$ cat config.mk
export PLATFORM = sky130hd
export DESIGN_NAME = xor_stream_descrambler
export DESIGN_NICKNAME = d
export VERILOG_FILES = /design/src/rtl/xor_stream_descrambler.sv
export SDC_FILE = /design/constraint.sdc
export NUM_CORES = 1
export LEC_CHECK = 0
export BUFFER_PORTS_ARGS = -buffer_cell sky130_fd_sc_hd__buf_2
export CORE_UTILIZATION = 55
export DETAILED_ROUTE_END_ITERATION = 8
export PLACE_DENSITY = 0.81
export SYNTH_ARGS = -nofsm -noshare
export SYNTH_HDL_FRONTEND = slang
export SYNTH_SLANG_ARGS = --single-unit
$ cat constraint.sdc
create_clock -name clk -period 2.4 [get_ports clk]
set_input_delay 0.24 -clock clk [delete_from_list [all_inputs] [get_ports clk]]
set_output_delay 0.24 -clock clk [all_outputs]
set_load 0.1 [all_outputs]
$ cat src/rtl/xor_stream_descrambler.sv
// Serial LFSR descrambler: rebuilds LSB-first bytes from a scrambled bit stream, framed by in_sof.
// Optional macro XOR_DESCR_PARITY_EN adds a ninth odd-parity bit per byte and the par_err output.
module xor_stream_descrambler #(
    parameter logic [15:0] SEED            = 16'hACE1,
    parameter int unsigned BYTES_PER_FRAME = 4
) (
    input  logic       clk,
    input  logic       reset,
    input  logic       in_valid,
    output logic       in_ready,
    input  logic       in_bit,
    input  logic       in_sof,
    output logic       out_valid,
    input  logic       out_ready,
    output logic [7:0] out_byte,
    output logic       out_last,
    output logic       err_sof
`ifdef XOR_DESCR_PARITY_EN
    ,
    output logic       par_err
`endif
);

    localparam logic [0:0] ST_IDLE = 1'b0;
    localparam logic [0:0] ST_RUN  = 1'b1;

`ifdef XOR_DESCR_PARITY_EN
    localparam logic [3:0] LAST_BIT = 4'd8;
`else
    localparam logic [3:0] LAST_BIT = 4'd7;
`endif
    localparam logic [7:0] LAST_BYTE = 8'(BYTES_PER_FRAME - 1);

    logic [0:0]  r_state;
    logic [15:0] r_lfsr;
    logic [3:0]  r_bitcnt;
    logic [7:0]  r_bytecnt;
    logic [7:0]  r_shift;
    logic        r_out_valid;
    logic [7:0]  r_out_byte;
    logic        r_out_last;
    logic        r_err_sof;

    logic        w_accept;
    logic        w_decode;
    logic [15:0] w_lfsr_cur;
    logic [15:0] w_lfsr_nxt;
    logic        w_dbit;
    logic [3:0]  w_idx;
    logic [7:0]  w_bytes;
    logic [7:0]  w_byte_new;
    logic        w_byte_done;
    logic        w_frame_done;

    assign in_ready  = !(r_out_valid && !out_ready);
    assign out_valid = r_out_valid;
    assign out_byte  = r_out_byte;
    assign out_last  = r_out_last;
    assign err_sof   = r_err_sof;

    // An in_sof bit is decoded as bit 0 against SEED directly, so restart costs no extra cycle.
    always_comb begin
        w_accept     = in_valid && in_ready;
        w_decode     = w_accept && (in_sof || (r_state == ST_RUN));
        w_lfsr_cur   = in_sof ? SEED : r_lfsr;
        w_lfsr_nxt   = {w_lfsr_cur[14:0],
                        w_lfsr_cur[15] ^ w_lfsr_cur[13] ^ w_lfsr_cur[12] ^ w_lfsr_cur[10]};
        w_dbit       = in_bit ^ w_lfsr_cur[15];
        w_idx        = in_sof ? '0 : r_bitcnt;
        w_bytes      = in_sof ? '0 : r_bytecnt;
        w_byte_new   = in_sof ? '0 : r_shift;
        if (w_idx < 4'd8) begin
            w_byte_new[w_idx[2:0]] = w_dbit;
        end
        w_byte_done  = w_decode && (w_idx == LAST_BIT);
        w_frame_done = w_byte_done && (w_bytes == LAST_BYTE);
    end

`ifdef XOR_DESCR_PARITY_EN
    logic r_par_err;
    logic w_par_err;

    assign par_err   = r_par_err;
    assign w_par_err = ~(^w_byte_new ^ w_dbit);

    always_ff @(posedge clk) begin
        if (reset) begin
            r_par_err <= 1'b0;
        end else if (w_byte_done) begin
            r_par_err <= w_par_err;
        end
    end
`endif

    always_ff @(posedge clk) begin
        if (reset) begin
            r_state     <= ST_IDLE;
            r_lfsr      <= SEED;
            r_bitcnt    <= '0;
            r_bytecnt   <= '0;
            r_shift     <= '0;
            r_out_valid <= 1'b0;
            r_out_byte  <= '0;
            r_out_last  <= 1'b0;
            r_err_sof   <= 1'b0;
        end else begin
            r_err_sof <= w_accept && in_sof && (r_state == ST_RUN);

            // Loading a new byte takes precedence over the drain, giving back-to-back output.
            if (r_out_valid && out_ready) begin
                r_out_valid <= 1'b0;
            end
            if (w_byte_done) begin
                r_out_valid <= 1'b1;
                r_out_byte  <= w_byte_new;
                r_out_last  <= w_frame_done;
            end

            if (w_decode) begin
                r_lfsr <= w_lfsr_nxt;
                if (w_frame_done) begin
                    r_state   <= ST_IDLE;
                    r_bitcnt  <= '0;
                    r_bytecnt <= '0;
                    r_shift   <= '0;
                end else if (w_byte_done) begin
                    r_state   <= ST_RUN;
                    r_bitcnt  <= '0;
                    r_bytecnt <= w_bytes + 8'd1;
                    r_shift   <= '0;
                end else begin
                    r_state   <= ST_RUN;
                    r_bitcnt  <= w_idx + 4'd1;
                    r_bytecnt <= w_bytes;
                    r_shift   <= w_byte_new;
                end
            end
        end
    end

endmodule

==> flow_summary.yaml <==
power:
  p_leak_nw: 0.8937
  powerDensity_nw_per_um2: 607.4
  power_w: 0.001531
  ir_drop_uv: 364.4
worst_hold_path:
  hold_path_startpoint: "in_valid"
  hold_path_end: "err_sof$_SDFF_PP0_"
  hold_depth: 3
  hold_path_class: "input pin to flip-flop"
critical_path:
  worstReg2RegEnd: "r_shift[6]$_SDFFE_PP0P_"
  start_kind: "flip-flop"
  required_ns: 2.63
  timing.rr.start: "r_bitcnt[3]$_SDFFE_PP0P_"
  worstPathArrival_ns: 2.10
  worstPathMaxFanout: 12
  rrSetupSlack_ns: 0.53
  r2r_cells: 5
  crit_type: "flip-flop to flip-flop"
  crit_path_end_kind: "flip-flop"
synthesis:
  synth_seq_cells: 47
  synth_common_cells: "dfxtp_1 (47), a21oi_1 (24), nand2_1 (23), nor2_1 (20)"
  synth-main-ff-cell: "dfxtp_1"
  synth_area_per_cell_um2: 8.402
  synth_most_common_cell: "dfxtp_1"
  synth-edff-count: 0
  ys_types: 54
  synth_top_area_share_pct: 40.43
  netlist_area_um2: 2327
  yosys-top-cells-area: "dfxtp_1 (40%), a21oi_1 (5.2%), nand2_1 (3.7%)"
  seq_area_frac_synth_pct: 40.43
  async_reset_ff_share_pct: 0
  syn-num-nets: 284
  yosysTopAreaCell: "dfxtp_1"
  syn_inst: 277
  yosysWarnings: 0
clock_tree:
  cts_sinks: 47
  cts_resized: 0
  cts_root_buf: "clkbuf_8"
  clkLatencyLatePin_ns: 0.30
  cts_tree: "yes"
  post-cts-setup-buffers: 0
  cts_buffers: 5
  ctsHoldBuffers: 0
  clock_path_buffers: 2
  cts.htree.levels: 2
  clk_pin_slew_ns: 0.09
drt:
  first_pass_iters: 4
  drt_iter0_markers: 274
  detail-route-antenna-nets: 0
  drc: 0
  routed-via-count: 2072
  routed_wl_mm: 5.259
  wl_per_cell_um: 15.70
  routed_via_density: 6.185
global_route:
  grt_max_degree: 35
  grt_overflow_total: 0
  antenna_found_initial: 0
  grt_first_pass_wirelength_mm: 8.659
  grt_pass1_vias: 1822
  track_usage_pct: 25.90
timing:
  slew_violations: 0
  worst_pin_slew_ns: 0.5000
  finalHoldViolations: 0
  fin_crit_ns: 1.872
  finalCritPeriodShare_pct: 78.01
  finalSetupViolations: 0
  timing.fmax_mhz: 534.1
  finalSetupTns_ns: 0
  finalClockSkew_ns: 0.006583
  slew_headroom_pct: 66.36
  grt_setup_unrepaired: "false"
  holdWs_ns: 0.2616
outcome:
  status: "complete, no violations"
finish:
  syn2layout_area_growth_pct: 8.333
  nNetsFinal: 292
  n_antenna_cell: 0
  drive_gt1_share_pct: 16.14
  fin_area_um2: 2521
  layout.cells.non_filler: 335
floorplanning:
  core-area_um2: 4029
  die_area_um2: 4496
  rows: 23
  start_util_pct: 57.76
  ios: 18
  die_width_um: 67.05
  dieHeight_um: 67.05
place:
  placed_area_um2: 2415
  finalWeightedCongestion: 0.8791
  port_buffers: 17
  placed_cells: 328
  dpl.hpwl_mm: 3.479
run:
  maxCapViolations: 0
[cell type report]
type	instances	area, um^2
Clock buffer	5	68.82
Clock inverter	2	37.54
Fill cell	369	1508
Inverter	6	22.52
Multi-Input combinational cell	198	1215
Sequential cell	47	942.2
Tap cell	50	62.56
Timing Repair Buffer	27	172.7
[worst max-delay path, cell delays in order, from the launching register on]
cell and delay (ns):
dfxtp_1 0.58, nand4b_1 0.23, nor2_1 0.13, buf_4 0.19, or4_1 0.49, a21oi_1 0.16
[metal layers]
layer / vias to the layer above / share of wire [%] / GRT usage [%]
li1: 1028 / - / -
met4: 0 / 2.0 / 10.64
met2: 69 / 46 / 38.00
met5: - / 0 / 0
met3: 12 / 6.5 / 5.137
met1: 963 / 46 / 36.35
[worst max path at each step]
| stage | startpoint | end | slack (ns) | cells past startpoint |
|---|---|---|---|---|
| floorplan | out_valid$_SDFFE_PP0P_ | r_lfsr[10]$_SDFFE_PP1P_ | 0.28 | 6 |
| global placement | out_valid$_SDFFE_PP0P_ | r_bytecnt[3]$_SDFFE_PP0P_ | 0.63 | 5 |
| detailed placement | r_bitcnt[3]$_SDFFE_PP0P_ | r_shift[6]$_SDFFE_PP0P_ | 0.58 | 5 |
| CTS | r_bitcnt[3]$_SDFFE_PP0P_ | r_shift[6]$_SDFFE_PP0P_ | 0.55 | 5 |
| global route | r_bitcnt[3]$_SDFFE_PP0P_ | r_bytecnt[3]$_SDFFE_PP0P_ | 0.42 | 4 |
| finish | r_bitcnt[3]$_SDFFE_PP0P_ | r_shift[6]$_SDFFE_PP0P_ | 0.53 | 5 |
[layout by cell type, fill, tap and decap left out, drive strengths merged, types with 3 or more instances in the layout]
cell and n:
nor2b 3, o31ai 4, or2 3, inv 6
or4 5, o21ai 12, nor2 20, a21oi 24
clkbuf 5, xnor2 4, buf 27, o21bai 3
nor4b 4, a211o 5, a31oi 3, nor3 16
a211oi 7, and3 5, dfxtp 47, nand3 17
nand4 4, nand2 23
[stage by stage]
step | setup WS, ns | util (%)
after floorplan | 0.2838 | -
after global placement | 0.6314 | 59.94
after detailed placement | 0.5814 | 59.94
after CTS | 0.5497 | 62.58
after global routing | 0.4221 | 62.58
final | 0.5278 | 62.58
[state kept, by name (all words and copies together), names as in the netlist]
name / cells
err_sof: 1
out_byte: 8
out_last: 1
out_valid: 1
r_bitcnt: 4
r_bytecnt: 8
r_lfsr: 16
r_shift: 7
r_state: 1
[logic make-up (layout without fill, tap and decap cells)]
family,count (synthesis),after routing,share of synthesized area (%)
simple gates,116,116,27.63
compound gates,72,72,20.32
flops,47,47,40.43
buf+inv,32,40,7.365
xor+xnor,5,5,1.882
mux,4,4,1.828
fa+ha+maj,1,1,0.5375
[where the power goes]
| group | switching, W | leakage, nW | total [W] | internal [W] |
|---|---|---|---|---|
| registers | 0.0000149 | 0.382 | 0.000812 | 0.000797 |
| logic | 0.0000957 | 0.461 | 0.000152 | 0.0000566 |
| clock network | 0.000262 | 0.0502 | 0.000567 | 0.000305 |
| total | 0.000373 | 0.894 | 0.00153 | 0.00116 |
(Power assumes the default switching activity.)
